## src/rtl/mul_pkg.sv

```systemverilog
// mul_pkg: shared state encoding and sizing for the sequential shift-add multiplier control.
package mul_pkg;
  typedef enum logic [2:0] {IDLE, LOAD, ADD, SHIFT, DONE} state_t;
  localparam int MUL_WIDTH = 32;
  localparam int MUL_CNT_W = $clog2(MUL_WIDTH) + 1;
endpackage

```

## src/rtl/mul_adder.sv

```systemverilog
// mul_adder: WIDTH+WIDTH -> WIDTH+1 partial-sum adder; i_a can be forced to zero, i_b gated by i_b_en.
module mul_adder #(
  parameter int WIDTH = 32
) (
  input  logic [WIDTH-1:0] i_a,
  input  logic             i_a_zero,
  input  logic [WIDTH-1:0] i_b,
  input  logic             i_b_en,
  output logic [WIDTH:0]   o_sum
);
  logic [WIDTH-1:0] w_a, w_b;
  assign w_a   = i_a_zero ? '0 : i_a;
  assign w_b   = i_b_en ? i_b : '0;
  assign o_sum = {1'b0, w_a} + {1'b0, w_b};
endmodule

```

## src/rtl/mul_sequencer.sv

```systemverilog
// mul_sequencer: Moore control + adder stage driving an external shift-add product register.
// Optional sticky start-while-busy flag enabled by MUL_START_ERR_EN.
module mul_sequencer
  import mul_pkg::*;
#(
  parameter int WIDTH = MUL_WIDTH,
  parameter int CNT_W = $clog2(WIDTH) + 1
) (
  input  logic               clk,
  input  logic               reset,
  input  logic               start,
  input  logic [WIDTH-1:0]   multiplicand_in,
  input  logic [WIDTH-1:0]   multiplier_in,
  input  logic               prod_lsb,
  input  logic [WIDTH-1:0]   prod_hi,
  output logic [2*WIDTH-1:0] product_in,
  output logic               wrctrl,
  output logic               strctrl,
  output logic               ready,
  output logic               busy,
  output logic               done,
  output logic               start_err
);
  state_t           r_state, w_next;
  logic [CNT_W-1:0] r_cnt;
  logic [WIDTH-1:0] r_mcand;
  logic [WIDTH:0]   w_sum;
  logic             w_last;

  assign w_last = r_cnt == CNT_W'(WIDTH - 1);

  // The register keeps a stale upper half after load, so the first pass ignores prod_hi.
  mul_adder #(.WIDTH(WIDTH)) u_adder (
    .i_a      (prod_hi),
    .i_a_zero (r_cnt == '0),
    .i_b      (r_mcand),
    .i_b_en   (prod_lsb),
    .o_sum    (w_sum)
  );

  always_ff @(posedge clk or posedge reset) begin
    if (reset) begin
      r_state <= IDLE;
      r_cnt   <= '0;
      r_mcand <= '0;
    end else begin
      r_state <= w_next;
      if (r_state == IDLE && start) begin
        r_mcand <= multiplicand_in;
        r_cnt   <= '0;
      end else if (r_state == SHIFT) begin
        r_cnt <= r_cnt + 1'b1;
      end
    end
  end

  always_comb begin
    w_next = r_state;
    case (r_state)
      IDLE:    w_next = start ? LOAD : IDLE;
      LOAD:    w_next = ADD;
      ADD:     w_next = SHIFT;
      SHIFT:   w_next = w_last ? DONE : ADD;
      default: w_next = IDLE;
    endcase
  end

  always_comb begin
    wrctrl     = r_state == LOAD;
    strctrl    = r_state == ADD;
    ready      = r_state == IDLE || r_state == DONE;
    busy       = r_state == LOAD || r_state == ADD || r_state == SHIFT;
    done       = r_state == DONE;
    product_in = wrctrl ? {{WIDTH{1'b0}}, multiplier_in} :
                 strctrl ? {w_sum, {(WIDTH-1){1'b0}}} : '0;
  end

`ifdef MUL_START_ERR_EN
  logic r_start_err;
  always_ff @(posedge clk or posedge reset) begin
    if (reset) r_start_err <= 1'b0;
    else if (start && r_state != IDLE) r_start_err <= 1'b1;
  end
  assign start_err = r_start_err;
`else
  assign start_err = 1'b0;
`endif
endmodule

```

## config.mk

```make
export PLATFORM = sky130hd
export DESIGN_NAME = mul_sequencer
export DESIGN_NICKNAME = d
export VERILOG_FILES = /design/src/rtl/mul_pkg.sv /design/src/rtl/mul_adder.sv /design/src/rtl/mul_sequencer.sv
export SDC_FILE = /design/constraint.sdc
export NUM_CORES = 1
export LEC_CHECK = 0
export CAP_MARGIN = 20
export CORE_MARGIN = 3
export CORE_UTILIZATION = 45
export DETAILED_ROUTE_END_ITERATION = 16
export PLACE_DENSITY = 0.9
export SYNTH_ARGS = -nofsm -noshare
export SYNTH_HDL_FRONTEND = slang
export SYNTH_SLANG_ARGS = --single-unit
```

## constraint.sdc

```tcl
create_clock -name clk -period 4.3 [get_ports clk]
set_clock_uncertainty 0.1 [all_clocks]
set_input_delay 0.645 -clock clk [delete_from_list [all_inputs] [get_ports clk]]
set_output_delay 0.645 -clock clk [all_outputs]
set_load 0.02 [all_outputs]
```

* After elaboration in Yosys (flattened, before gate mapping)
Cells that the tools add are included.
** Word-level totals
- Word-level logic and storage cells :: 26
- Bits in registers :: 41
- Output and inout bits :: 70
- Input bits :: 100
** Cells by class
- Mux-type cells :: 9
- $add $sub $neg :: 2
- Equality and inequality tests :: 5
- Reduce and logical (&&, ||, !) cells :: 7
** Operators with widths (number)
- 2-to-1 mux 64 bit :: 2
- 2-to-1 mux 32 bit :: 2
- adder 32 x 32 -> 33 bit :: 1
- 2-to-1 mux 6 bit :: 2
- one-hot mux 3 bit (4 select lines) :: 1
- adder 6 x 1 -> 6 bit, second input constant :: 1
- == test 3 x 2 -> 1 bit, second input constant :: 2
- == test 6 x 5 -> 1 bit, second input constant :: 1
- logical NOT 6 bit :: 1
- == test 3 x 1 -> 1 bit, second input constant :: 1
- == test 3 bit, second input constant :: 1
- logical NOT 3 bit :: 1
- logical OR 1 bit :: 3
- 2-to-1 mux 3 bit :: 1
- nonzero test 2 bit :: 1
- logical AND 1 bit :: 1
- 2-to-1 mux 1 bit :: 1

* Depth between registers and ports, before layout
Gate-level depths: netlist of the first run.
- Depth after elaboration :: 5
- Gate-level depth with buffers :: 14
- Gate-level depth less buffers :: 14

* Modules after synthesis
A second synthesis of the first run with hierarchy kept.
** Unflattened totals
- Cells, all modules :: 561
- Area total of the unflattened synthesis :: 4281.6 µm²
** By module, submodules not included
- mul_sequencer :: area an instance 2228.4 µm², times used 1, cells an instance 264, sequential area each 1026.0 µm²
- mul_adder :: area an instance 2053.2 µm², times used 1, cells an instance 297, sequential area each 0.0 µm²

* Worst setup path after synthesis of the first run
No wires, ideal clock.
- Kind :: flip-flop to output port
- Start :: register r_cnt[2]
- End :: output port product_in[56]
- Required time :: 3.555 ns
- Setup slack :: 0.330 ns
- Buffers on the path :: 2
- Cell stages (with the launch flop) :: 13
- Data arrival time :: 3.225 ns
- Cells stage by stage :: dfrtp_1 > nor4_1 > and2_1 > clkbuf_1 > nor2b_1 > ha_1 > buf_2 > nand4_1 > or3_4 > or3_4 > a21oi_1 > nor3_1 > nor3_1
** On the way
- Word-level cells in the longest chain between the ends :: 5
** RTL lines
- start: declaration :: line mul_sequencer.sv:25 : logic [CNT_W-1:0] r_cnt;
- start signal: assignment :: line mul_sequencer.sv:52 : r_cnt <= r_cnt + 1'b1;
- logical NOT 6 bit :: line mul_sequencer.sv:35 : .i_a_zero (r_cnt == '0),
- 2-to-1 mux 32 bit :: line mul_adder.sv:12 : assign w_a = i_a_zero ? '0 : i_a;
- adder 32 x 32 -> 33 bit :: line mul_adder.sv:14 : assign o_sum = {1'b0, w_a} + {1'b0, w_b};
- 2-to-1 mux 64 bit :: line mul_sequencer.sv:75 : strctrl ? {w_sum, {(WIDTH-1){1'b0}}} : '0;
- 2-to-1 mux 64 bit :: line mul_sequencer.sv:74 : product_in = wrctrl ? {{WIDTH{1'b0}}, multiplier_in} :
- end: declaration :: line mul_sequencer.sv:16 : output logic [2*WIDTH-1:0] product_in,
No other way between the ends.

* Final worst setup path of the first run
- Start :: register r_cnt[5]
- End :: output port product_in[46]
The elaborated chain is that of the path after synthesis.

==> results.cfg, run 1 <==
[global_routing]
grt_pass1_wl_mm = 24.2
grt.total_usage = 0.271
grt_pass1_vias = 5059
overflow = 0
antenna_found_initial = 0
grt_max_degree = 40

[clock_tree]
cts_made_buffers = 5
clock_path_buffers = 2
cts.sinks = 41
hold_buffers = 0
clk_latency_ns = 0.29
clkTransAtPathRegs_ns = 0.07
cts_tree = built
clockRootBuffer = clkbuf_8
htreeDepth = 2

[power]
powerDensity_mw_per_mm2 = 535
switching_share = 0.447
leakagePower_nw = 3.33
power_switching_mw = 1.74
power_mw = 3.90
seqPwrFrac = 0.174
internal-power_mw = 2.16
combPwrFrac = 0.745
ir_worst_vdd_v = 0.000402
p_clk_frac = 0.081

[timing]
post-route-min-period_ns = 4.38
layout_setup_ws_ns = -0.0782
clock.fmax_mhz = 228
hold_viol = 0
tightest_slew_ns = 0.501
layout_worst_path_cycle_share = 1.02
maxSlewHeadroom = 0.666
finalMaxSlewViolations = 0
setup_viol = 2
rsz0062_at_grt = yes

[setup_path]
worst-path-buf-inv = 4
worstReg2RegEnd = r_mcand[14]$_DFFE_PP0P_
crit_fanout = 8
critPathSlowestCell = dfrtp_1
reg2reg_depth = 3
r2r_slack_ns = 2.45
crit_family = compound AO/OA/AOI/OAI gates
path_cells = nor4_2 -> and2_4 -> buf_6 -> nor2b_1 -> ha_1 -> o211ai_1 -> o211ai_2 -> buf_4 -> a31oi_4 -> buf_4 -> nor2_1 -> a21oi_1 -> xor2_1 -> nor2_1 -> dlygate4sd2_1
crit_path_max_incr_delay_ns = 0.40
cp.required_ns = 3.56
crit_arrival_ns = 3.63
worst-setup-path-type = flip-flop to output pin
r2r-start = r_state[1]$_DFF_PP0_
endpoint_kind = output pin
startpoint_type = flip-flop

[detailed_routing]
wl_per_cell_um = 17.3
vias = 5005
postRouteAntennaNets = 0
routed_via_density = 5.47
drtIter0Drc = 215
wl_mm = 15.9
detail_route.first_pass.iterations = 6
drc = 0

[synth]
synth.distinct_cells = 68
synth_edf_count = 0
ys_seq_elements = 41
synth_area_mm2 = 0.00434
syn-instance-count = 520
syn_avg_cell_area_um2 = 8.35
synth_nets = 655
async_flop_share = 1.00
yosys_warnings = 0
synth_largest_area_cell = dfrtp_1
netlist.area_leader.share = 0.236
ys_seq_area_frac = 0.236
synth_flop_cell = dfrtp_1
synth.area.top_cells = dfrtp_1, ha_1, and2_1

[floorplan]
dieWidth_um = 104
core_mm2 = 0.00933
core.rowCount = 35
start_util = 0.465
die_area_mm2 = 0.0109
die_y_um = 104
top_level_ports = 170

[finish]
fill_cells = 605
drive_above_1_share = 0.303
layout_commonest_cell = clkdlybuf4s50_1
nets = 920
antennaDiodeCount = 0
area_delta_synth_final_pct = 68.2
final_util = 0.783
final_cell_mix = clkdlybuf4s50_1, buf_4, and2_1, nor2_1, dfrtp_1

[run]
maxCapViolations = 0

[worst_hold_path]
holdPathStages = 1
hold_path_end = r_mcand[30]$_DFFE_PP0P_
hp-class = flip-flop to flip-flop
min_from = r_mcand[30]$_DFFE_PP0P_

[status]
violations = negative setup slack
outcome = finished with violations

[placement]
gp_congestion = 0.956
dpl.hpwl_mm = 12.3
pre_cts_ws_ns = -0.536
portBuffers = 168
==> cell type report <==
class,instances,area (µm²),share of cell area
clock inverters,1,30.0,0.00411
flip-flops and latches,41,1030,0.141
multi-input cells,437,3370,0.462
inverters,13,48.8,0.00668
clock buffers,7,86.3,0.0118
well taps,129,161,0.0221
repair buffers,287,2570,0.353
==> metal layers <==
| layer | track usage | wire [µm] | share of wire |
|---|---|---|---|
| met3 | 0.0453 | 1150 | 0.072 |
| met4 | 0.108 | 621 | 0.039 |
| met5 | 0 | 0 | 0 |
| met2 | 0.485 | 7910 | 0.50 |
| met1 | 0.322 | 6190 | 0.39 |
==> synthesized netlist by cell type (4+ instances only) <==
cell type,n
a211oi_1,4
a21o_1,12
a21oi_1,35
and2_1,64
buf_2,4
buf_4,4
clkbuf_1,15
clkbuf_8,4
dfrtp_1,41
ha_1,34
inv_1,13
mux2_2,32
nand2_1,31
nand2b_1,4
nand3_1,12
nand4_1,5
nor2_1,48
nor2b_1,32
nor3_1,10
nor4_1,4
o211ai_1,5
o21a_1,5
o21ai_0,15
xnor2_1,12
xor2_1,13
==> kinds of logic (layout without fill, tap and decap cells) <==
| group | Yosys count | count (layout) | share of synthesized area |
|---|---|---|---|
| simple gates | 231 | 231 | 0.292 |
| compound gates | 111 | 111 | 0.177 |
| buf+inv | 42 | 308 | 0.0533 |
| flops | 41 | 41 | 0.236 |
| fa+ha+maj | 35 | 35 | 0.103 |
| mux | 34 | 34 | 0.0876 |
| xor+xnor | 25 | 25 | 0.0504 |
| other cells | 1 | 1 | 0.000864 |
==> what timing repair did <==
| item | 4_1_cts | 5_1_grt |
|---|---|---|
| gates resized for setup | 63 | 71 |
| pin swaps | 7 | 19 |
| setup endpoints to repair | 23 | 23 |
| buffers inserted | 0 | 4 |
==> through the flow <==
stage          hold WS [ns]  TNS [ns]  cells  cell area [µm²]
3_3_place_gp          0.383     -5.94    902             6880
2_1_floorplan         0.367         0    520             4340
4_1_cts               0.404  -0.00117    910             7090
5_1_grt               0.425    -0.942    915             7300
3_5_place_dp          0.387     -6.55    902             6880
6_report              0.404    -0.117    915             7300
==> worst register-to-register path, cell delays in order, from the launching register on <==
cell and delay, ns:
dfrtp_1 0.46, nor4b_2 0.29, buf_4 0.47, mux2_2 0.42
==> state kept, by name, indices dropped and copies added, names as in the netlist <==
signal / count
r_state: 3
r_cnt: 6
r_mcand: 32
==> power by group through the flow <==
stage / logic (mW) / registers, mW / clock network [mW]
after floorplan: 1.57 / 0.647 / 0
after global placement: 2.73 / 0.656 / 0
after detailed placement: 2.80 / 0.674 / 0
after CTS: 2.77 / 0.673 / 0.323
after global routing: 3.11 / 0.700 / 0.339
final: 2.91 / 0.680 / 0.317
==> how the worst max path moves through the flow <==
stage	slack, ns	start	cells after the start	endpoint
6_report	-0.08	r_cnt[5]$_DFFE_PP0P_	15	product_in[46]
4_1_cts	-0.001	prod_lsb	12	product_in[62]
3_3_place_gp	-0.48	prod_lsb	12	product_in[62]
3_5_place_dp	-0.54	prod_lsb	12	product_in[62]
2_1_floorplan	0.33	r_cnt[2]$_DFFE_PP0P_	12	product_in[56]
5_1_grt	-0.25	r_cnt[5]$_DFFE_PP0P_	15	product_in[46]
(Power assumes the default switching activity.)
==> run 2: changes to the inputs <==
--- a/config.mk
+++ b/config.mk
@@ -8,6 +8,7 @@
 export CAP_MARGIN = 20
 export CORE_MARGIN = 3
 export CORE_UTILIZATION = 45
+export CTS_CLUSTER_SIZE = 20
 export DETAILED_ROUTE_END_ITERATION = 16
 export PLACE_DENSITY = 0.9
 export SYNTH_ARGS = -nofsm -noshare
==> results of run 2 <==
Same layout as run 1: the final DEF is identical, and so are final timing and power.
